[src/rtl/pc_predictor_pkg.sv]
// Shared defines for the fetch PC predictor: address width, boolean levels,
// the default BTB entry layout and the 2-bit saturating counter encodings.
package pc_predictor_pkg;

    localparam int unsigned ADDR_LEN = 32;
    localparam logic TRUE = 1'b1;
    localparam logic FALSE = 1'b0;
    localparam logic [ADDR_LEN-1:0] ZERO_ADDR = '0;

    // Default BTB geometry, used for the reference entry layout below
    localparam int unsigned BTB_IDX_W_DEF = 4;
    localparam int unsigned BTB_TAG_W_DEF = ADDR_LEN - BTB_IDX_W_DEF - 2;

    // One BTB entry at the default geometry
    typedef struct packed {
        logic                     valid;
        logic [BTB_TAG_W_DEF-1:0] tag;
        logic [ADDR_LEN-1:0]      target;
        logic [1:0]               cnt;
    } btb_entry_t;

    localparam int unsigned BTB_ENTRY_W = $bits(btb_entry_t);

    // Counter encodings: cnt[1] set means predict taken
    localparam logic [1:0] CNT_MIN   = 2'd0;
    localparam logic [1:0] CNT_ALLOC = 2'd2;
    localparam logic [1:0] CNT_MAX   = 2'd3;

    // Tag width for an arbitrary address width and index width
    function automatic int unsigned btb_tag_width(int unsigned addr_len, int unsigned idx_w);
        return addr_len - idx_w - 2;
    endfunction

endpackage

[src/rtl/pc_btb.sv]
// Direct-mapped branch target buffer: combinational lookup of the fetch PC and
// commit-time training with a 2-bit saturating direction counter per entry.
module pc_btb #(
    parameter int unsigned ADDR_LEN  = 32,
    parameter int unsigned BTB_DEPTH = 16
) (
    input  logic                clk,
    input  logic                rst,
    input  logic [ADDR_LEN-1:0] lookup_pc,
    output logic                lookup_taken,
    output logic [ADDR_LEN-1:0] lookup_target,
    input  logic                train_flag,
    input  logic [ADDR_LEN-1:0] train_pc,
    input  logic                train_taken,
    input  logic [ADDR_LEN-1:0] train_target
);
    import pc_predictor_pkg::*;

    localparam int unsigned IDX_W = $clog2(BTB_DEPTH);
    localparam int unsigned TAG_W = btb_tag_width(ADDR_LEN, IDX_W);

    logic [BTB_DEPTH-1:0] valid_q;
    logic [TAG_W-1:0]     tag_q    [BTB_DEPTH];
    logic [ADDR_LEN-1:0]  target_q [BTB_DEPTH];
    logic [1:0]           cnt_q    [BTB_DEPTH];

    logic [IDX_W-1:0] l_idx, t_idx;
    logic [TAG_W-1:0] l_tag, t_tag;
    logic             t_hit;
    logic             unused_low_bits;

    assign l_idx = lookup_pc[IDX_W+1:2];
    assign l_tag = lookup_pc[ADDR_LEN-1:IDX_W+2];
    assign t_idx = train_pc[IDX_W+1:2];
    assign t_tag = train_pc[ADDR_LEN-1:IDX_W+2];
    // Instructions are word aligned; the byte offset never selects an entry
    assign unused_low_bits = ^{lookup_pc[1:0], train_pc[1:0]};

    // Lookup reads the registered arrays, so a same-cycle training write is not seen
    always_comb begin
        lookup_taken  = FALSE;
        lookup_target = target_q[l_idx];
        if (valid_q[l_idx] && (tag_q[l_idx] == l_tag)) begin
            lookup_taken = cnt_q[l_idx][1];
        end
    end

    assign t_hit = valid_q[t_idx] && (tag_q[t_idx] == t_tag);

    // Training: strengthen/weaken on hit, allocate on a taken miss
    always_ff @(posedge clk) begin
        if (rst) begin
            valid_q <= '0;
        end else if (train_flag) begin
            if (t_hit) begin
                if (train_taken) begin
                    target_q[t_idx] <= train_target;
                    if (cnt_q[t_idx] != CNT_MAX) cnt_q[t_idx] <= cnt_q[t_idx] + 2'd1;
                end else if (cnt_q[t_idx] != CNT_MIN) begin
                    cnt_q[t_idx] <= cnt_q[t_idx] - 2'd1;
                end
            end else if (train_taken) begin
                valid_q[t_idx]  <= TRUE;
                tag_q[t_idx]    <= t_tag;
                target_q[t_idx] <= train_target;
                cnt_q[t_idx]    <= CNT_ALLOC;
            end
        end
    end

endmodule

[src/rtl/pc_predictor.sv]
// Fetch PC register with next-PC prediction: redirect from commit beats the
// fetch advance, which follows the BTB prediction or falls through by 4.
module pc_predictor #(
    parameter int unsigned         ADDR_LEN  = pc_predictor_pkg::ADDR_LEN,
    parameter logic [ADDR_LEN-1:0] RESET_PC  = ADDR_LEN'(pc_predictor_pkg::ZERO_ADDR),
    parameter int unsigned         BTB_DEPTH = 16
) (
    input  logic                clk,
    input  logic                rst,
    input  logic                upd_flag_from_if,
    input  logic                commit_flag_from_rob,
    input  logic [ADDR_LEN-1:0] target_pc_from_rob,
    input  logic                train_flag_from_rob,
    input  logic [ADDR_LEN-1:0] train_pc_from_rob,
    input  logic                train_taken_from_rob,
    input  logic [ADDR_LEN-1:0] train_target_from_rob,
    output logic [ADDR_LEN-1:0] pc,
    output logic [ADDR_LEN-1:0] pred_next_pc,
    output logic                pred_taken
);
    import pc_predictor_pkg::*;

    localparam logic [ADDR_LEN-1:0] PC_STEP = ADDR_LEN'(4);

    logic [ADDR_LEN-1:0] pc_q;
    logic [ADDR_LEN-1:0] btb_target;
    logic                btb_taken;

    pc_btb #(
        .ADDR_LEN  (ADDR_LEN),
        .BTB_DEPTH (BTB_DEPTH)
    ) u_btb (
        .clk           (clk),
        .rst           (rst),
        .lookup_pc     (pc_q),
        .lookup_taken  (btb_taken),
        .lookup_target (btb_target),
        .train_flag    (train_flag_from_rob),
        .train_pc      (train_pc_from_rob),
        .train_taken   (train_taken_from_rob),
        .train_target  (train_target_from_rob)
    );

    // Next-PC prediction: BTB target when predicted taken, else sequential (wraps)
    always_comb begin
        pred_taken   = btb_taken;
        pred_next_pc = btb_taken ? btb_target : (pc_q + PC_STEP);
    end

    // PC register: reset, then redirect, then advance, else hold
    always_ff @(posedge clk) begin
        if (rst) begin
            pc_q <= RESET_PC;
        end else if (commit_flag_from_rob) begin
            pc_q <= target_pc_from_rob;
        end else if (upd_flag_from_if) begin
            pc_q <= pred_next_pc;
        end
    end

    assign pc = pc_q;

endmodule
[config.mk]
export PLATFORM = sky130hd
export DESIGN_NAME = pc_predictor
export DESIGN_NICKNAME = d
export VERILOG_FILES = /design/src/rtl/pc_predictor_pkg.sv /design/src/rtl/pc_btb.sv /design/src/rtl/pc_predictor.sv
export SDC_FILE = /design/constraint.sdc
export NUM_CORES = 1
export LEC_CHECK = 0
export CAP_MARGIN = 20
export CORE_ASPECT_RATIO = 2
export CORE_UTILIZATION = 61
export DETAILED_ROUTE_END_ITERATION = 7
export GPL_TIMING_DRIVEN = 0
export HOLD_SLACK_MARGIN = 0.12
export PLACE_DENSITY = 0.83
export SLEW_MARGIN = 0
export SYNTH_ARGS = -nofsm -noshare
export SYNTH_HDL_FRONTEND = slang
export SYNTH_SLANG_ARGS = --single-unit
[constraint.sdc]
create_clock -name clk -period 7.5 [get_ports clk]
set_clock_uncertainty 0.1 [all_clocks]
set_input_delay 1.125 -clock clk [delete_from_list [all_inputs] [get_ports clk]]
set_output_delay 1.125 -clock clk [all_outputs]
set_load 0.02 [all_outputs]
After elaboration in Yosys (flattened, before gate mapping)
Memory sizes are Yosys's and may differ from the RTL's. A register that Yosys moved wholly into a read port is not among the register bits.
Cells that the tools add are included.
{"block": "word_totals", "latchBits": 0, "regBits": 48, "word_cells": 65, "memories": 3, "inputBits": 102, "ramBits": 960, "romBits": 0, "output_inout_bits": 65}
{"block": "classes", "n_eq_ne": 3, "n_lt_le_gt_ge": 3, "div_mod_pow": 0, "n_addsub": 3, "reduce_logical": 6, "shifts": 0, "n_bitwise": 5, "n_mul": 0, "n_mux": 40}
{"memory": "u_btb.target_q", "depth": 16, "word_bits": 32, "read_ports": 1, "rd_clocked_by_memory_dff": 1, "wr": 1, "line_no": "pc_btb.sv:24", "source": "logic [ADDR_LEN-1:0] target_q [BTB_DEPTH];"}
{"memory": "u_btb.tag_q", "depth": 16, "word_bits": 26, "read_ports": 2, "rd_clocked_by_memory_dff": 1, "wr": 1, "line_no": "pc_btb.sv:23", "source": "logic [TAG_W-1:0] tag_q [BTB_DEPTH];"}
{"memory": "u_btb.cnt_q", "depth": 16, "word_bits": 2, "read_ports": 2, "rd_clocked_by_memory_dff": 1, "wr": 1, "line_no": "pc_btb.sv:25", "source": "logic [1:0] cnt_q [BTB_DEPTH];"}
{"op": "2-to-1 mux 32 bit", "count": 4}
{"op": "equality test 26 bit", "count": 2}
{"op": "adder 32 x 3 -> 32 bit, second input constant", "count": 1}
{"op": "2-to-1 mux 1 bit", "count": 25}
{"op": "2-to-1 mux 4 bit", "count": 6}
{"op": "OR 16 bit", "count": 1}
{"op": "less-than comparator 4 x 5 -> 1 bit, second input constant", "count": 2}
{"op": "binary-select mux 1 bit (select 4 bit)", "count": 2}
{"op": "demux 1 bit (select 4 bit)", "count": 1}
{"op": ">= comparator 4 x 1 -> 1 bit, second input constant", "count": 1}
{"op": "2-to-1 mux 2 bit", "count": 2}
{"op": "nonzero test 2 bit", "count": 2}
{"op": "logical AND 1 bit", "count": 3}
{"op": "OR 1 bit", "count": 3}
{"op": "AND reduction 3 bit", "count": 1}
{"op": "adder 2 x 1 -> 2 bit, second input constant", "count": 1}
{"op": "!= test 2 bit, second input constant", "count": 1}
{"op": "subtractor 2 x 1 -> 2 bit, second input constant", "count": 1}
{"op": "inverter 1 bit", "count": 1}

Longest topological paths before layout
An unclocked memory read counts as a cell.
{"block": "logic_depth", "depth_word": 10, "depth_mapped": 15, "depth_no_buf": 9}

Modules after synthesis
A second synthesis with hierarchy kept.
{"block": "hier_totals", "hier_cells": 2394, "hier_area_um2": 44742.9}
{"module": "pc_btb", "area_each_um2": 41696.2, "cells_each": 1974, "n_inst": 1, "seq_area_each_um2": 29148.0}
{"module": "pc_predictor", "area_each_um2": 3046.7, "cells_each": 420, "n_inst": 1, "seq_area_each_um2": 640.6}

Worst setup path before layout
No wires, ideal clock.
{"block": "synth_path", "path_type": "input to register", "start": "input port train_pc_from_rob[2]", "end": "memory u_btb.tag_q[12][0] (netlist name) (enable)", "n_path_buf": 3, "required_time_ns": 6.991, "slack_ns": 2.435, "arrival_ns": 4.557, "setup_ns": 0.409, "path_stages": 11, "path_cell_list": "buf_2 buf_2 mux4_2 mux4_2 xnor2_1 nand3_1 nor3_1 nand2_1 nand2b_1 clkbuf_1 nor2_1"}
{"block": "synth_between", "elab_chain_len": 7, "word_cells_on_any_way": 9, "cone_classes": "eq/ne: 1; mux: 6; reduce/logical: 1; memory: 1"}
{"element": "start, declared", "line_no": "pc_predictor.sv:14", "source": "input logic [ADDR_LEN-1:0] train_pc_from_rob,"}
{"element": "memory (16 x 26 bit) / binary-select mux 1 bit (select 4 bit) (equally long branches)"}
{"element": "equality test 26 bit / 2-to-1 mux 1 bit (equally long branches)", "line_no": "pc_btb.sv:48", "source": "assign t_hit = valid_q[t_idx] && (tag_q[t_idx] == t_tag);"}
{"element": "logical AND 1 bit", "line_no": "pc_btb.sv:48"}
{"element": "2-to-1 mux 1 bit", "line_no": "pc_btb.sv:55", "source": "if (t_hit) begin"}
{"element": "2-to-1 mux 1 bit", "line_no": "pc_btb.sv:54", "source": "end else if (train_flag) begin"}
{"element": "2-to-1 mux 1 bit", "line_no": "pc_btb.sv:52", "source": "if (rst) begin"}
{"element": "2-to-1 mux 1 bit (implied by the code)", "line_no": "pc_btb.sv:64", "source": "tag_q[t_idx] <= t_tag;"}
{"element": "end, declared", "line_no": "pc_btb.sv:23"}
Parallel ways exist; a longest one is shown, timed or not. The select of a mux whose other input is x is not followed.

==> summary.log <==
[die] die boundary width 191 um
[route] number of routed nets with antenna violations 0
[hold_path] Cells on Worst Hold Path 2
[clock_network] Post-CTS Setup Inserts 0
[power] peak supply drop 0.237 mV
[finish] share of post-route cells with drive strength above 1 31.3%
[placed_design] sum of net half-perimeters after detailed placement 90700 um
[clock_network] TritonCTS clock tree built
[die] row count 138
[sta] setup TNS -0.00441 ns
[route] Detailed Route Iter0 Violations 3734
[worst_setup_path] element type at the critical path start flop
[clock_network] number of sinks driven by the clock tree 1012
[clock_network] hold-fix buffer count after cts 0
[worst_setup_path] kind of capture point of the worst setup path output pin
[route] number of remaining DRC errors 0
[finish] relative area change from synthesis to final layout 15.3%
[clock_network] # H-tree levels 3
[synthesis] Cells after Synth 2081
[sta] worst slew pin tran 1.22 ns
[finish] area taken by multi-input logic gates 13300 um^2
[synthesis] Post-Synthesis Cell Area 43700 um^2
[sta] Final period util 100%
[clock_network] Resized cells post-CTS 2
[grt] number of global-route vias before repair 26339
[worst_setup_path] required time at the worst-slack endpoint 6.27 ns
[grt] largest net degree at the start of global routing 24
[route] total vias in the final route 25275
[route] number of iterations in the first detailed-routing pass 8
[clock_network] clock transition at the registers of the reported paths 0.07 ns
[synthesis] Syn. warnings 0
[die] Die ar. 72700 um^2
[sta] remaining max-slew budget at the tightest pin 18.3%
[grt] overall overflow remaining after global route 0
[sta] Final min period 7.50 ns
[power] power per unit of standard cell area 238 nW/um^2
[hold_path] class of the tightest hold or removal check reg2reg
[finish] fill cell total of the finished layout 4092
[synthesis] post-synth cell types 64
[hold_path] Worst Hold Launch u_btb.valid_q[3]
[synthesis] async set-or-reset flop fraction in the synthesized netlist 0%
[grt] total global routing track utilization 38.4%
[die] area inside the core boundary 70800 um^2
[clock_network] clock root buffer sky130_fd_sc_hd__clkbuf_16
[sta] highest clock rate 133 MHz
[route] routed via count divided by cell count 7.53
[placed_design] RD Place Congestion 0.957
[placed_design] number of input and output port buffers inserted 159
[sta] setup-violating endpoint count in the final report 1
[synthesis] Post-Syn Area per Cell 21.0 um^2
[die] Boundary Pins 167
[grt] antenna violations before repair 8
[finish] Util after Layout 71.2%
[synthesis] dominant register cell in the synthesized netlist sky130_fd_sc_hd__edfxtp_1
[route] wirelength, routed 135000 um
[worst_setup_path] CP max FO 10
[worst_setup_path] WP data arrival 6.28 ns
[sta] total count of max-transition violations in the final report 0
[placed_design] Post-Place Cells 3194
[finish] highest-count cells in the layout ignoring fill and taps sky130_fd_sc_hd__edfxtp_1 (960), sky130_fd_sc_hd__mux4_2 (408), sky130_fd_sc_hd__clkdlybuf4s50_1 (159), sky130_fd_sc_hd__clkbuf_16 (86), sky130_fd_sc_hd__clkbuf_1 (81)
[finish] register cell area after layout 29900 um^2
[synthesis] count of flip-flops with a built-in enable after synthesis 960
[power] reported leakage power 15.6 nW
[job] Max Cap Violations 0
[route] wire length per cell after detailed routing 40.2 um
[worst_setup_path] category of the critical setup timing path reg2out
[die] die outline height 380 um
[clock_network] total clock buffers created by CTS 83
[synthesis] sequential fraction of the synthesis area 68.4%
[die] initial core utilization 61.7%
[grt] wire length of the first global-routing pass 189000 um
[hold_path] endpoint with the worst hold slack u_btb.valid_q[3]
[synthesis] Post-Syn Nets 2184
[synthesis] FF+latch count, synth 1012
[sta] final count of hold timing violations 0
[finish] Total Nets Final 2477
[outcome] failing checks negative setup slack
[clock_network] Skew-Pair Late Insertion Delay 0.69 ns
[sta] unrepaired setup endpoints after global routing false
[sta] post-route setup slack -0.00441 ns
[worst_setup_path] length in cells of the worst reg-to-reg path 11
[finish] final standard cell count with taps included and fillers excluded 3356
[outcome] status finished, violations left
[worst_setup_path] r2r setup slk 2.00 ns
[clock_network] buffer levels on the longest clock path 3
[finish] most common cell after layout, fill and taps aside sky130_fd_sc_hd__edfxtp_1
==> stage by stage <==
stage	hold WS (ns)	power (W)	cell area, um^2	worst slack [ns]
2_1_floorplan	0.359	0.00704	43700	2.43
3_3_place_gp	0.369	0.00749	46400	-1.19
3_5_place_dp	0.383	0.00754	47500	0.395
4_1_cts	0.392	0.0120	50200	0.0243
5_1_grt	0.415	0.0122	50400	0.0188
6_report	0.394	0.0120	50400	-0.00441
==> sequential cells by signal, indices dropped and copies added (netlist names), named ones only <==
signal	count
pc	32
u_btb.cnt_q	32
u_btb.tag_q	416
u_btb.target_q	512
u_btb.valid_q	16
==> cell families (layout without fill, tap and decap cells) <==
kind of cell    after synthesis  in the layout  share of synthesized area [%]
flops                      1012           1012                           68.4
mux                         494            494                           23.6
fa+ha+maj                     1              1                         0.0286
compound gates              125            125                           2.23
buf+inv                     166            526                           1.79
simple gates                205            205                           2.45
other cells                   0              5                              0
xor+xnor                     78             78                           1.56
==> per-layer routing <==
| layer | GRT usage, % | vias to the layer above | part of all wire (%) |
|---|---|---|---|
| met5 | 0 | - | 0.044 |
| met4 | 31.4 | 8 | 9.8 |
| met3 | 10.4 | 681 | 12 |
| met2 | 62.5 | 2313 | 50 |
| met1 | 41.7 | 12839 | 28 |
| li1 | - | 9434 | - |
==> critical path, stage by stage, from the launching register on <==
cell and delay, ns:
sky130_fd_sc_hd__dfxtp_1 0.33, sky130_fd_sc_hd__buf_2 0.32, sky130_fd_sc_hd__buf_6 0.26, sky130_fd_sc_hd__buf_2 0.49
sky130_fd_sc_hd__buf_4 0.39, sky130_fd_sc_hd__buf_2 0.41, sky130_fd_sc_hd__clkbuf_1 0.51, sky130_fd_sc_hd__clkbuf_1 0.92
sky130_fd_sc_hd__mux4_2 0.45, sky130_fd_sc_hd__mux4_2 0.61, sky130_fd_sc_hd__mux2_4 0.32, sky130_fd_sc_hd__clkdlybuf4s50_1 0.54
==> area by class of cell <==
type                            instances  share of cell area, %
Antenna cell                            5                 0.0248
Buffer                                138                   1.37
Clock buffer                          110                   4.57
Clock inverter                         42                  0.964
Inverter                               26                  0.194
Multi-Input combinational cell        903                   26.4
Sequential cell                      1012                   59.3
Tap cell                              910                   2.26
Timing Repair Buffer                  210                   4.97
==> synthesized netlist by cell type (3+ instances only) <==
master                     number  area share, %
sky130_fd_sc_hd__nor3_1        20           0.23
sky130_fd_sc_hd__mux2_2        17           0.44
sky130_fd_sc_hd__a22oi_1        9           0.15
sky130_fd_sc_hd__nor3b_1        3          0.052
sky130_fd_sc_hd__buf_1         14           0.12
sky130_fd_sc_hd__xor2_1        20           0.40
sky130_fd_sc_hd__nand2b_1      11           0.16
sky130_fd_sc_hd__nand4_1       15           0.21
sky130_fd_sc_hd__inv_1         25           0.21
sky130_fd_sc_hd__nor2_1        61           0.52
sky130_fd_sc_hd__nor2b_1        7           0.10
sky130_fd_sc_hd__nand2_1       32           0.27
sky130_fd_sc_hd__edfxtp_1     960             66
sky130_fd_sc_hd__mux2i_1       38           0.87
sky130_fd_sc_hd__dfxtp_1       52            2.4
sky130_fd_sc_hd__or2_2         11           0.16
sky130_fd_sc_hd__buf_4         12           0.21
sky130_fd_sc_hd__xnor2_1       58            1.2
sky130_fd_sc_hd__nand3_1       20           0.23
sky130_fd_sc_hd__a31o_2        21           0.42
sky130_fd_sc_hd__o22ai_1       21           0.30
sky130_fd_sc_hd__a22o_1        29           0.58
sky130_fd_sc_hd__mux4_2       408             21
sky130_fd_sc_hd__and3_1         7           0.10
sky130_fd_sc_hd__clkbuf_1      68           0.58
sky130_fd_sc_hd__o21bai_1       3          0.052
sky130_fd_sc_hd__a31o_1         9           0.18
sky130_fd_sc_hd__a21oi_1        9           0.10
sky130_fd_sc_hd__buf_2         38           0.44
sky130_fd_sc_hd__o21ai_0        6          0.069
sky130_fd_sc_hd__and2_1         4          0.057
sky130_fd_sc_hd__buf_6          6           0.15
sky130_fd_sc_hd__mux2_4        25           0.86
sky130_fd_sc_hd__mux4_1         6           0.36
==> where the power goes <==
part	switching, W	internal [W]
Clock	0.00207	0.00246
Sequential	0.0000449	0.00623
Combinational	0.000684	0.000513
Total	0.00280	0.00921
==> how the worst max path moves through the flow <==
stage	to	startpoint	cells past startpoint
final	pred_next_pc[8]	flop	11
after CTS	pred_next_pc[29]	flop	14
after floorplan	u_btb.tag_q[12][0]	train_pc_from_rob[2]	11
after global routing	pred_next_pc[8]	flop	11
after global placement	u_btb.target_q[15][1]	train_pc_from_rob[3]	5
after detailed placement	pred_next_pc[29]	flop	14
No activity file was read; power rests on OpenSTA's default activity.
